File: config.mk
export PLATFORM = sky130hd
export DESIGN_NAME = ysyx_22040759_lsu
export DESIGN_NICKNAME = d
export VERILOG_FILES = /design/src/rtl/ysyx_22040759_lsu_pkg.sv /design/src/rtl/ysyx_22040759_lsu_align.sv /design/src/rtl/ysyx_22040759_lsu.sv
export SDC_FILE = /design/constraint.sdc
export NUM_CORES = 1
export LEC_CHECK = 0
export CORE_ASPECT_RATIO = 0.5
export CORE_MARGIN = 5
export CORE_UTILIZATION = 40
export DETAILED_ROUTE_END_ITERATION = 7
export GPL_ROUTABILITY_DRIVEN = 1
export GPL_TIMING_DRIVEN = 0
export PLACE_DENSITY = 0.77
export SYNTH_ARGS = -nofsm -noshare
export SYNTH_HDL_FRONTEND = slang
export SYNTH_SLANG_ARGS = --single-unit
File: constraint.sdc
create_clock -name clk -period 2.4 [get_ports clk]
set_input_delay 0.72 -clock clk [delete_from_list [all_inputs] [get_ports clk]]
set_output_delay 0.72 -clock clk [all_outputs]
set_load 0.03 [all_outputs]
File: src/rtl/ysyx_22040759_lsu_pkg.sv
// Shared encodings for the MEM-stage load/store unit and its alignment helper.
package ysyx_22040759_lsu_pkg;

  localparam int unsigned XLEN  = 64;
  localparam int unsigned OFF_W = 3;

  // Load funct3 encodings
  localparam logic [2:0] F3_LB  = 3'b000;
  localparam logic [2:0] F3_LH  = 3'b001;
  localparam logic [2:0] F3_LW  = 3'b010;
  localparam logic [2:0] F3_LD  = 3'b011;
  localparam logic [2:0] F3_LBU = 3'b100;
  localparam logic [2:0] F3_LHU = 3'b101;
  localparam logic [2:0] F3_LWU = 3'b110;

  // Store funct3 encodings
  localparam logic [2:0] F3_SB  = 3'b000;
  localparam logic [2:0] F3_SH  = 3'b001;
  localparam logic [2:0] F3_SW  = 3'b010;
  localparam logic [2:0] F3_SD  = 3'b011;

  // Writeback error codes
  localparam logic [1:0] ERR_OK       = 2'b00;
  localparam logic [1:0] ERR_MISALIGN = 2'b01;
  localparam logic [1:0] ERR_ACCESS   = 2'b10;
  localparam logic [1:0] ERR_TIMEOUT  = 2'b11;

  localparam logic [XLEN-1:0] MEM_BASE_DFLT = 64'h0000_0000_8000_0000;

  typedef enum logic [1:0] {
    ST_IDLE = 2'd0,
    ST_REQ  = 2'd1,
    ST_WAIT = 2'd2,
    ST_RESP = 2'd3
  } lsu_state_e;

  // Memory-port request payload, held stable while mem_req waits for a grant
  typedef struct packed {
    logic            we;
    logic [XLEN-1:0] addr;
    logic [XLEN-1:0] wdata;
    logic [XLEN-1:0] wmask;
  } mem_req_t;

  // Unshifted bit mask of the byte lanes touched by an access of the given size
  function automatic logic [XLEN-1:0] lane_mask(input logic [1:0] size);
    logic [XLEN-1:0] m;
    case (size)
      F3_SB[1:0]: m = 64'h0000_0000_0000_00FF;
      F3_SH[1:0]: m = 64'h0000_0000_0000_FFFF;
      F3_SW[1:0]: m = 64'h0000_0000_FFFF_FFFF;
      default:    m = 64'hFFFF_FFFF_FFFF_FFFF;
    endcase
    return m;
  endfunction

endpackage

File: src/rtl/ysyx_22040759_lsu_align.sv
// Byte-lane alignment: store data/mask placement, load extraction/extension, misalignment.
module ysyx_22040759_lsu_align
  import ysyx_22040759_lsu_pkg::*;
(
  input  logic [2:0]       func3_i,
  input  logic [OFF_W-1:0] offset_i,
  input  logic [XLEN-1:0]  wdata_i,
  input  logic [XLEN-1:0]  rdata_i,
  output logic [XLEN-1:0]  wdata_o,
  output logic [XLEN-1:0]  wmask_o,
  output logic [XLEN-1:0]  rdata_o,
  output logic             misaligned_o
);

  logic [5:0]      shamt;
  logic [XLEN-1:0] rshift;

  assign shamt   = {offset_i, 3'b000};
  assign wdata_o = wdata_i << shamt;
  assign wmask_o = lane_mask(func3_i[1:0]) << shamt;
  assign rshift  = rdata_i >> shamt;

  // Natural alignment check by access size
  always_comb begin
    misaligned_o = 1'b0;
    case (func3_i[1:0])
      2'b00:   misaligned_o = 1'b0;
      2'b01:   misaligned_o = offset_i[0];
      2'b10:   misaligned_o = |offset_i[1:0];
      default: misaligned_o = |offset_i;
    endcase
  end

  // Sign/zero extension of the right-aligned load data
  always_comb begin
    rdata_o = '0;
    case (func3_i)
      F3_LB:   rdata_o = {{56{rshift[7]}},  rshift[7:0]};
      F3_LH:   rdata_o = {{48{rshift[15]}}, rshift[15:0]};
      F3_LW:   rdata_o = {{32{rshift[31]}}, rshift[31:0]};
      F3_LD:   rdata_o = rshift;
      F3_LBU:  rdata_o = {56'd0, rshift[7:0]};
      F3_LHU:  rdata_o = {48'd0, rshift[15:0]};
      F3_LWU:  rdata_o = {32'd0, rshift[31:0]};
      default: rdata_o = '0;
    endcase
  end

endmodule

File: src/rtl/ysyx_22040759_lsu.sv
// MEM-stage load/store initiator driving the data-memory request port.
module ysyx_22040759_lsu
  import ysyx_22040759_lsu_pkg::*;
#(
  parameter int unsigned     RESP_TIMEOUT = 255,
  parameter logic [XLEN-1:0] MEM_BASE     = MEM_BASE_DFLT
) (
  input  logic            clk,
  input  logic            rst,
  input  logic            lsu_valid,
  output logic            lsu_ready,
  input  logic            lsu_wen,
  input  logic [2:0]      lsu_func3,
  input  logic [XLEN-1:0] lsu_addr,
  input  logic [XLEN-1:0] lsu_wdata,
  output logic            wb_valid,
  input  logic            wb_ready,
  output logic [XLEN-1:0] wb_rdata,
  output logic [1:0]      wb_err,
  output logic            mem_req,
  input  logic            mem_gnt,
  output logic            mem_we,
  output logic [XLEN-1:0] mem_addr,
  output logic [XLEN-1:0] mem_wdata,
  output logic [XLEN-1:0] mem_wmask,
  input  logic            mem_rvalid,
  input  logic [XLEN-1:0] mem_rdata
);

  localparam int unsigned CNT_W = (RESP_TIMEOUT > 2) ? $clog2(RESP_TIMEOUT) : 1;

  lsu_state_e       state_q, state_d;
  logic [CNT_W-1:0] cnt_q, cnt_d;
  logic [2:0]       func3_q, func3_d;
  logic [OFF_W-1:0] off_q, off_d;
  logic             wen_q, wen_d;
  mem_req_t         mem_q, mem_d;
  logic             mem_req_q, mem_req_d;
  logic             lsu_ready_q, lsu_ready_d;
  logic             wb_valid_q, wb_valid_d;
  logic [XLEN-1:0]  wb_rdata_q, wb_rdata_d;
  logic [1:0]       wb_err_q, wb_err_d;

  logic [2:0]       al_func3;
  logic [OFF_W-1:0] al_off;
  logic [XLEN-1:0]  al_wdata, al_wmask, al_rdata;
  logic             al_mis;
  logic [1:0]       acc_err;
  logic             wait_to;

  // Incoming request is decoded in IDLE; afterwards the latched access drives extraction
  assign al_func3 = (state_q == ST_IDLE) ? lsu_func3 : func3_q;
  assign al_off   = (state_q == ST_IDLE) ? lsu_addr[2:0] : off_q;
  assign wait_to  = (cnt_q == CNT_W'(RESP_TIMEOUT - 1));

  ysyx_22040759_lsu_align u_align (
    .func3_i      (al_func3),
    .offset_i     (al_off),
    .wdata_i      (lsu_wdata),
    .rdata_i      (mem_rdata),
    .wdata_o      (al_wdata),
    .wmask_o      (al_wmask),
    .rdata_o      (al_rdata),
    .misaligned_o (al_mis)
  );

  // Access legality in priority order: address range, funct3 legality, alignment
  always_comb begin
    acc_err = ERR_OK;
    if (lsu_addr < MEM_BASE) begin
      acc_err = ERR_ACCESS;
    end else if (lsu_wen ? lsu_func3[2] : (lsu_func3 == 3'b111)) begin
      acc_err = ERR_ACCESS;
    end else if (al_mis) begin
      acc_err = ERR_MISALIGN;
    end
  end

  // State register
  always_ff @(posedge clk) begin
    if (rst) begin
      state_q <= ST_IDLE;
    end else begin
      state_q <= state_d;
    end
  end

  // Next-state and timeout counter
  always_comb begin
    state_d = state_q;
    cnt_d   = cnt_q;
    case (state_q)
      ST_IDLE: begin
        cnt_d = '0;
        if (lsu_valid) begin
          state_d = (acc_err == ERR_OK) ? ST_REQ : ST_RESP;
        end
      end
      ST_REQ: begin
        if (mem_gnt) begin
          if (wen_q || mem_rvalid) begin
            state_d = ST_RESP;
          end else begin
            state_d = ST_WAIT;
            cnt_d   = '0;
          end
        end
      end
      ST_WAIT: begin
        if (mem_rvalid || wait_to) begin
          state_d = ST_RESP;
        end else begin
          cnt_d = cnt_q + CNT_W'(1);
        end
      end
      ST_RESP: begin
        if (wb_ready) begin
          state_d = ST_IDLE;
        end
      end
      default: state_d = ST_IDLE;
    endcase
  end

  // Output and datapath next values; handshake outputs decode the upcoming state
  always_comb begin
    func3_d     = func3_q;
    off_d       = off_q;
    wen_d       = wen_q;
    mem_d       = mem_q;
    wb_rdata_d  = wb_rdata_q;
    wb_err_d    = wb_err_q;
    lsu_ready_d = (state_d == ST_IDLE);
    mem_req_d   = (state_d == ST_REQ);
    wb_valid_d  = (state_d == ST_RESP);
    case (state_q)
      ST_IDLE: begin
        if (lsu_valid) begin
          func3_d    = lsu_func3;
          off_d      = lsu_addr[2:0];
          wen_d      = lsu_wen;
          wb_rdata_d = '0;
          wb_err_d   = acc_err;
          if (acc_err == ERR_OK) begin
            mem_d.we    = lsu_wen;
            mem_d.addr  = {lsu_addr[XLEN-1:3], 3'b000};
            mem_d.wdata = lsu_wen ? al_wdata : '0;
            mem_d.wmask = lsu_wen ? al_wmask : '0;
          end
        end
      end
      ST_REQ: begin
        if (mem_gnt && !wen_q && mem_rvalid) begin
          wb_rdata_d = al_rdata;
        end
      end
      ST_WAIT: begin
        if (mem_rvalid) begin
          wb_rdata_d = al_rdata;
        end else if (wait_to) begin
          wb_err_d = ERR_TIMEOUT;
        end
      end
      default: ;
    endcase
  end

  // Registered outputs and latched access fields
  always_ff @(posedge clk) begin
    if (rst) begin
      cnt_q       <= '0;
      func3_q     <= '0;
      off_q       <= '0;
      wen_q       <= 1'b0;
      mem_q       <= '0;
      mem_req_q   <= 1'b0;
      lsu_ready_q <= 1'b1;
      wb_valid_q  <= 1'b0;
      wb_rdata_q  <= '0;
      wb_err_q    <= ERR_OK;
    end else begin
      cnt_q       <= cnt_d;
      func3_q     <= func3_d;
      off_q       <= off_d;
      wen_q       <= wen_d;
      mem_q       <= mem_d;
      mem_req_q   <= mem_req_d;
      lsu_ready_q <= lsu_ready_d;
      wb_valid_q  <= wb_valid_d;
      wb_rdata_q  <= wb_rdata_d;
      wb_err_q    <= wb_err_d;
    end
  end

  assign lsu_ready = lsu_ready_q;
  assign wb_valid  = wb_valid_q;
  assign wb_rdata  = wb_rdata_q;
  assign wb_err    = wb_err_q;
  assign mem_req   = mem_req_q;
  assign mem_we    = mem_q.we;
  assign mem_addr  = mem_q.addr;
  assign mem_wdata = mem_q.wdata;
  assign mem_wmask = mem_q.wmask;

endmodule

==> metrics.txt, run 1 <==
CTS tree=built; fillers=2104; pre-CTS setup slack=-1712 ps; reg2reg end=mem_wdata[0]; Final Hold Viols=0; ys flop type=dfxtp_1; worst-path maximum fanout=10; Post-Route WL=64.80 mm; drt first pass iters=6; full die area=33620 µm²; Synth Area in XOR/XNOR=0.5867%; crit path DAT=3060 ps; worst r2r path cells=12; share of layout cells above drive strength 1=32.93%; Final period util=111.9%; asr flop ratio synth=0%; Synth Area in Compound Gates=22.46%; Reg clk slew, reported paths=70 ps; clk buf depth=3; Seq cells post-synth=220; Sink Count=220; worst hold path type=reg2reg; via count=15390; Mean Syn Cell Area=7.549 µm²; Residual DRC=0; placed cell count=2434; Buffers on Ports=459; setup tns final=-37280 ps; Max Cap Violations=0; EDFF count, synth=0; Min Hold Slack=452.4 ps; Overflow after GRT=0; Final #Nets=2349; row count=44; worst slew pin tran=1010 ps; Non-Filler Instances=2551; main combinational cell family by area after synthesis=compound AO/OA/AOI/OAI gates; vias in the first global route=14130; Peak VDD IR=663.2 µV; Syn-to-layout area delta=78.63%; Final WS setup=-285.7 ps; Critical Path End=mem_wdata[14]; synthesized instance count=1582; Ys Warns=0; post-synth cell types=57; Detailed Place HPWL=45.87 mm; Initial Util=40.85%; first-pass GRT wire length=86.88 mm; core area=29230 µm²; RSZ-0062 raised after global routing=true; Worst Setup Start Kind=primary input; CTS HTree Levels=1; Pleak=0.008335 µW; fin. max-slew vios=0; Worst Setup End Kind=register; drt via density=6.032; Worst Path Required=2780 ps; Finish-stage setup viols=204; clock latency on the worst-skew pair=540 ps; GRT Util Overall=33.13%; die width=254.4 µm; kind of critical path=in2reg; drt initial violations=1701; post-synthesis mux area share=9.335%; initial antenna violation count=4; clock skew=19.52 ps; root buffer cell=clkbuf_16; boundary pin count=464; reg-to-reg startpoint=state_q[1]; Max-Slew Margin vs Limit=31.95%; largest net degree at the start of global routing=16; Die Y=132.2 µm; Power Total=24450 µW; HP Start=wb_rdata[6]; r2r setup slk=-270 ps; Post-Synth Adder-Cell Area=0.6286%; Synth Area in Simple Gates=21.49%; Post-DRT Antenna Nets=0; Post-Syn Area=11940 µm²; Hold Crit Depth=2; fin crit period=2686 ps; CP Launch Point=rst; status=finished, violations left; routed len/inst=25.40 µm; Pwr Density=1146 nW/µm²; Routability Congestion=1.040; failing checks=setup timing; fmax=372.3 MHz; sequential share of the synthesized area=36.88%; TritonCTS buffer count=22
repair_timing:
| item | 4_1_cts | 5_1_grt |
|---|---|---|
| setup endpoints to repair | 269 | 215 |
| pin swaps | 48 | 210 |
| buffers inserted | 35 | 23 |
| hold buffers | 0 | 0 |
| cloned | 4 | 20 |
| gates resized for setup | 322 | 501 |
| hold endpoints to repair | 0 | 0 |
through the flow:
stage | cell area, µm² | util (%)
floorplan | 12080 | -
detailed placement | 17160 | 58.70
global placement | 17160 | 58.70
global route | 21330 | 72.98
CTS | 18960 | 64.86
finish | 21330 | 72.98
where the power goes:
part           leakage [µW]  internal (µW)  total (µW)  switching (µW)
Clock              0.000366           2150        3740            1600
Sequential          0.00179           4360        4980             622
Combinational       0.00618           6510       15700            9210
Total               0.00833          13000       24500           11400
synth_stat cells (9+ instances only):
| master | count | area, µm² |
|---|---|---|
| o21ai_0 | 44 | 220.2 |
| or3_1 | 19 | 118.9 |
| buf_4 | 60 | 450.4 |
| a21oi_1 | 222 | 1111 |
| nand2_1 | 414 | 1554 |
| inv_1 | 11 | 41.29 |
| clkbuf_1 | 92 | 345.3 |
| a221oi_1 | 25 | 219.0 |
| o2111ai_1 | 9 | 78.83 |
| o211ai_1 | 16 | 120.1 |
| o22ai_1 | 16 | 100.1 |
| and3_1 | 18 | 112.6 |
| a21o_1 | 24 | 180.2 |
| mux2i_1 | 96 | 960.9 |
| nand3_1 | 60 | 300.3 |
| o221ai_1 | 17 | 148.9 |
| nor2_1 | 47 | 176.4 |
| nand4_1 | 14 | 87.58 |
| a22o_1 | 9 | 78.83 |
| a211oi_1 | 19 | 142.6 |
| a41oi_1 | 9 | 78.83 |
| and2_1 | 10 | 62.56 |
| dfxtp_1 | 220 | 4404 |
| buf_2 | 31 | 155.2 |
cell type report:
class	instances	area, µm²	area share [%]
antenna	4	10.01	0.04692
buffer	185	1563	7.326
clock buffer	30	620.6	2.909
clock inverter	9	136.4	0.6393
inverter	11	43.79	0.2053
multi-input combinational	1163	8522	39.95
sequential	220	4418	20.71
tap	391	489.2	2.293
timing repair buffer	538	5530	25.92
layout by cell type, fill, tap and decap left out, types with 11 or more instances in the layout:
cell type | Yosys | routed
clkdlybuf4s50_1 | 0 | 372
nand2_1 | 414 | 289
dfxtp_1 | 220 | 211
buf_4 | 60 | 171
a21oi_2 | 0 | 123
a21oi_1 | 222 | 99
nand2_4 | 0 | 95
nand3_1 | 60 | 54
mux2i_1 | 96 | 54
clkbuf_16 | 0 | 42
nor2_1 | 47 | 39
o21ai_0 | 44 | 33
clkbuf_1 | 92 | 30
nand2_2 | 1 | 30
clkbuf_2 | 0 | 28
mux2i_2 | 0 | 26
buf_6 | 1 | 24
a21o_1 | 24 | 24
a221oi_1 | 25 | 22
dlymetal6s2s_1 | 0 | 21
mux2i_4 | 2 | 18
and3_1 | 18 | 17
buf_8 | 0 | 16
o211ai_1 | 16 | 16
buf_12 | 0 | 15
a211oi_1 | 19 | 14
nand4_1 | 14 | 14
o221ai_1 | 17 | 13
or3_1 | 19 | 12
dlygate4sd2_1 | 0 | 11
worst max-delay path, cell delays in order:
cell	delay (ps)
clkdlybuf4s50_1	840
clkbuf_2	410
clkbuf_2	410
clkbuf_1	570
a21oi_1	100
state kept, by name, indices dropped and copies added (netlist names), 2 cells and up:
| register | cells |
|---|---|
| cnt_q | 8 |
| func3_q | 3 |
| mem_addr | 61 |
| mem_wdata | 64 |
| mem_wmask | 8 |
| off_q | 3 |
| state_q | 2 |
| wb_err | 2 |
| wb_rdata | 64 |
metal layers:
metal | global-route usage (%) | vias to the layer above | routed length, µm
met4 | 14.30 | 0 | 3657
met1 | 40.65 | 7373 | 23490
met3 | 7.983 | 278 | 6321
met2 | 55.57 | 1086 | 31330
met5 | 0 | - | 0
li1 | - | 6651 | -
logic make-up (layout without fill, tap and decap cells):
family / Yosys count / in the layout
AOI/OAI and AO/OA: 436 / 436
xor gates and xnor gates: 8 / 8
adders and majority gates: 6 / 6
buffers and inverters: 201 / 773
DFF: 220 / 220
muxes: 105 / 105
other: 1 / 7
and+or+nand+nor: 605 / 605
worst min-delay path by stage:
stage / endpoint
floorplan: func3_q[2]
global placement: mem_wdata[7]
detailed placement: mem_wdata[4]
CTS: mem_wdata[4]
global route: mem_wdata[48]
finish: wb_rdata[6]
Note: power is estimated with default switching activity, not from simulation.
==> run 2, diff against run 1 <==
- CORE_MARGIN: 5 -> 3
- CORE_UTILIZATION: 40 -> 45
- PLACE_DENSITY: 0.77 -> 0.82
- SKIP_LAST_GASP: unset -> 1
- clock period: 2.4 -> 3.3 ns (I/O delays scaled with it)
==> run 2 against run 1 <==
Effect of this change: the run still ends with setup timing left; sequential share of layout area increased by 3.9 points; clock skew up 5.7 ps; design area down 16%; setup slack better by 200 ps; core utilization fell by 3.1 points; sequential power fell by 29%; critical path depth rose by 6; global-route usage grew 4.0 points; largest cell class unchanged; highest routed layer unchanged.
==> metrics.txt, run 2 (synthesis gave the netlist of run 1 again) <==
status=finished, violations left; failing checks=setup timing; Post-Route WL=56.41 mm (-13%); Buffers on Ports=459 (unchanged); commonest non-fill, non-tap cell in the layout=clkdlybuf4s50_1; kind of critical path=reg2reg; Peak VDD IR=471.0 µV (-29%); CP Cell Sequence=inv_1 -> ha_1 -> buf_6 -> mux2_4 -> buf_2 -> buf_2 -> buf_2 -> nor2_1 -> o21ai_0 -> nand4b_1 -> a21oi_1; placed cell count=2387 (-1.9%); worst-path maximum fanout=10 (unchanged); drt initial violations=1841 (+8.2%); Overflow after GRT=0 (unchanged); Routability Congestion=0.9952 (-4.3%); fin. max-slew vios=0 (unchanged); Post-DRT Antenna Nets=0 (unchanged); boundary pin count=464 (unchanged); cell mode on critical path=buf_2; largest net degree at the start of global routing=18 (+2); slowest CP cell=o21ai_0; RSZ-0062 raised after global routing=true; Worst Path Required=3740 ps (+960 ps); row count=41 (-6.8%); clock latency on the worst-skew pair=540 ps (about the same); post-cts hold buffer count=0 (unchanged); clk buf depth=3 (unchanged); fmax=295.6 MHz; Final Hold Viols=0 (unchanged); Max Cap Violations=0 (unchanged); Residual DRC=0 (unchanged); Initial Util=46.56% (+5.7 points); Die Y=121.2 µm (-8.3%); core area=25650 µm² (-12%); Sink Count=220 (unchanged); TritonCTS buffer count=20 (-9.1%); placed inst area=16980 µm² (-1.1%); Detailed Place HPWL=44.42 mm (-3.2%); drt via density=5.902 (-2.2%); full die area=28650 µm² (-15%); Pleak=0.006763 µW (-19%); Worst Setup End Kind=register; commonest cells after routing, fill and taps aside=clkdlybuf4s50_1, nand2_1, a21oi_1; share of layout cells above drive strength 1=9.156% (-24 points); first-pass GRT wire length=81.70 mm (-6.0%); initial antenna violation count=2 (-2); via count=14350 (-6.7%); Final WS setup=-82.43 ps (+203.3 ps); slowest cell delay on critical path=560 ps (-280 ps); worst hold path type=reg2reg; Worst Setup Start Kind=register; Final #Nets=2280 (-2.9%); Finish-stage setup viols=2 (-99%); Max-Slew Margin vs Limit=25.87% (-6.1 points); post-route design area=17920 µm² (-16%); fin crit period=3382 ps; GRT Util Overall=37.13% (+4.0 points); clock skew=25.19 ps (+5.673 ps); Pwr Density=829.6 nW/µm² (-28%); CTS tree=built; Final period util=102.5%; drt first pass iters=6 (unchanged); Reg clk slew, reported paths=70 ps (about the same); root buffer cell=clkbuf_16; worst slew pin tran=1103 ps (+92.55 ps); CTS HTree Levels=1 (unchanged); routed len/inst=23.19 µm (-8.7%); die width=236.4 µm (-7.1%); Final Util=69.88% (-3.1 points); crit path DAT=3830 ps (+770 ps); Non-Filler Instances=2432 (-4.7%); Syn-to-layout area delta=50.09%; vias in the first global route=13240 (-6.3%)
==> run 2: cell types whose count changed in the layout (fill, tap and decap cells not counted), sizes merged <==
cell	change
buf	-130
bufinv	+1
clkbuf	+4
clkdlybuf4s50	+87
clkinv	+1
clkinvlp	-1
diode	-2
dlygate4sd2	-11
dlymetal6s2s	-21
==> run 2: path summary, 6_finish.rpt <==
check / start / to / slack [ps] / cells after the start
setup / recovery: state_q[0] / mem_wmask[62] / -80 / 11
hold / removal: mem_wdata[60] / mem_wdata[60] / 450 / 2
setup reg to reg: state_q[0] / mem_wmask[62] / -80 / 11
hold reg to reg: mem_wdata[60] / mem_wdata[60] / 450 / 2
==> run 2: layout make-up <==
class | count | area, µm²
flip-flops and latches | 220 | 4404
multi-input cells | 1163 | 6621
well taps | 344 | 430.4
plain buffers | 189 | 1031
inverters | 11 | 41.29
diodes | 2 | 5.005
fillers | 2137 | 7725
clock inverters | 10 | 152.6
repair buffers | 467 | 4654
clock buffers | 26 | 584.3
==> run 2: where the power goes <==
| part | switching, µW | internal [µW] | leakage [µW] |
|---|---|---|---|
| Clock | 1110 | 1570 | 0.000365 |
| Combinational | 5630 | 3030 | 0.00461 |
| Sequential | 364 | 3160 | 0.00178 |
| Total | 7110 | 7760 | 0.00676 |
==> run 2: timing repair <==
action | in CTS | in global routing
pin swaps | 1 | 2
setup buffers | 0 | 8
setup endpoints to repair | 160 | 183
gates resized for setup | 15 | 60
==> run 2: per-layer routing <==
layer,vias to the layer above,share of wire [%],track usage (%)
met1,6692,39,47.78
met4,0,4.9,14.44
met3,169,11,9.378
met5,-,0,0
met2,991,45,60.24
li1,6502,-,-
==> run 2: critical path: cells and delay by family, from the launching register on <==
kind / cells / cell delay [ps]
compound gates: 2 / 750
flops: 1 / 420
mux: 1 / 260
simple gates: 2 / 310
fa+ha+maj: 1 / 300
buf+inv: 5 / 1250
==> run 2: through the flow <==
stage / setup TNS [ps] / power, µW / worst slack (ps) / hold slack, ps
6_report: -85.40 / 14870 / -82.43 / 452.5
2_1_floorplan: 0 / 8549 / 476.6 / 435.7
5_1_grt: -79.49 / 15400 / -28.54 / 472.1
3_5_place_dp: -144390 / 11680 / -972.6 / 443.0
4_1_cts: 0 / 14390 / 23.72 / 453.3
3_3_place_gp: -139120 / 11650 / -903.4 / 437.5
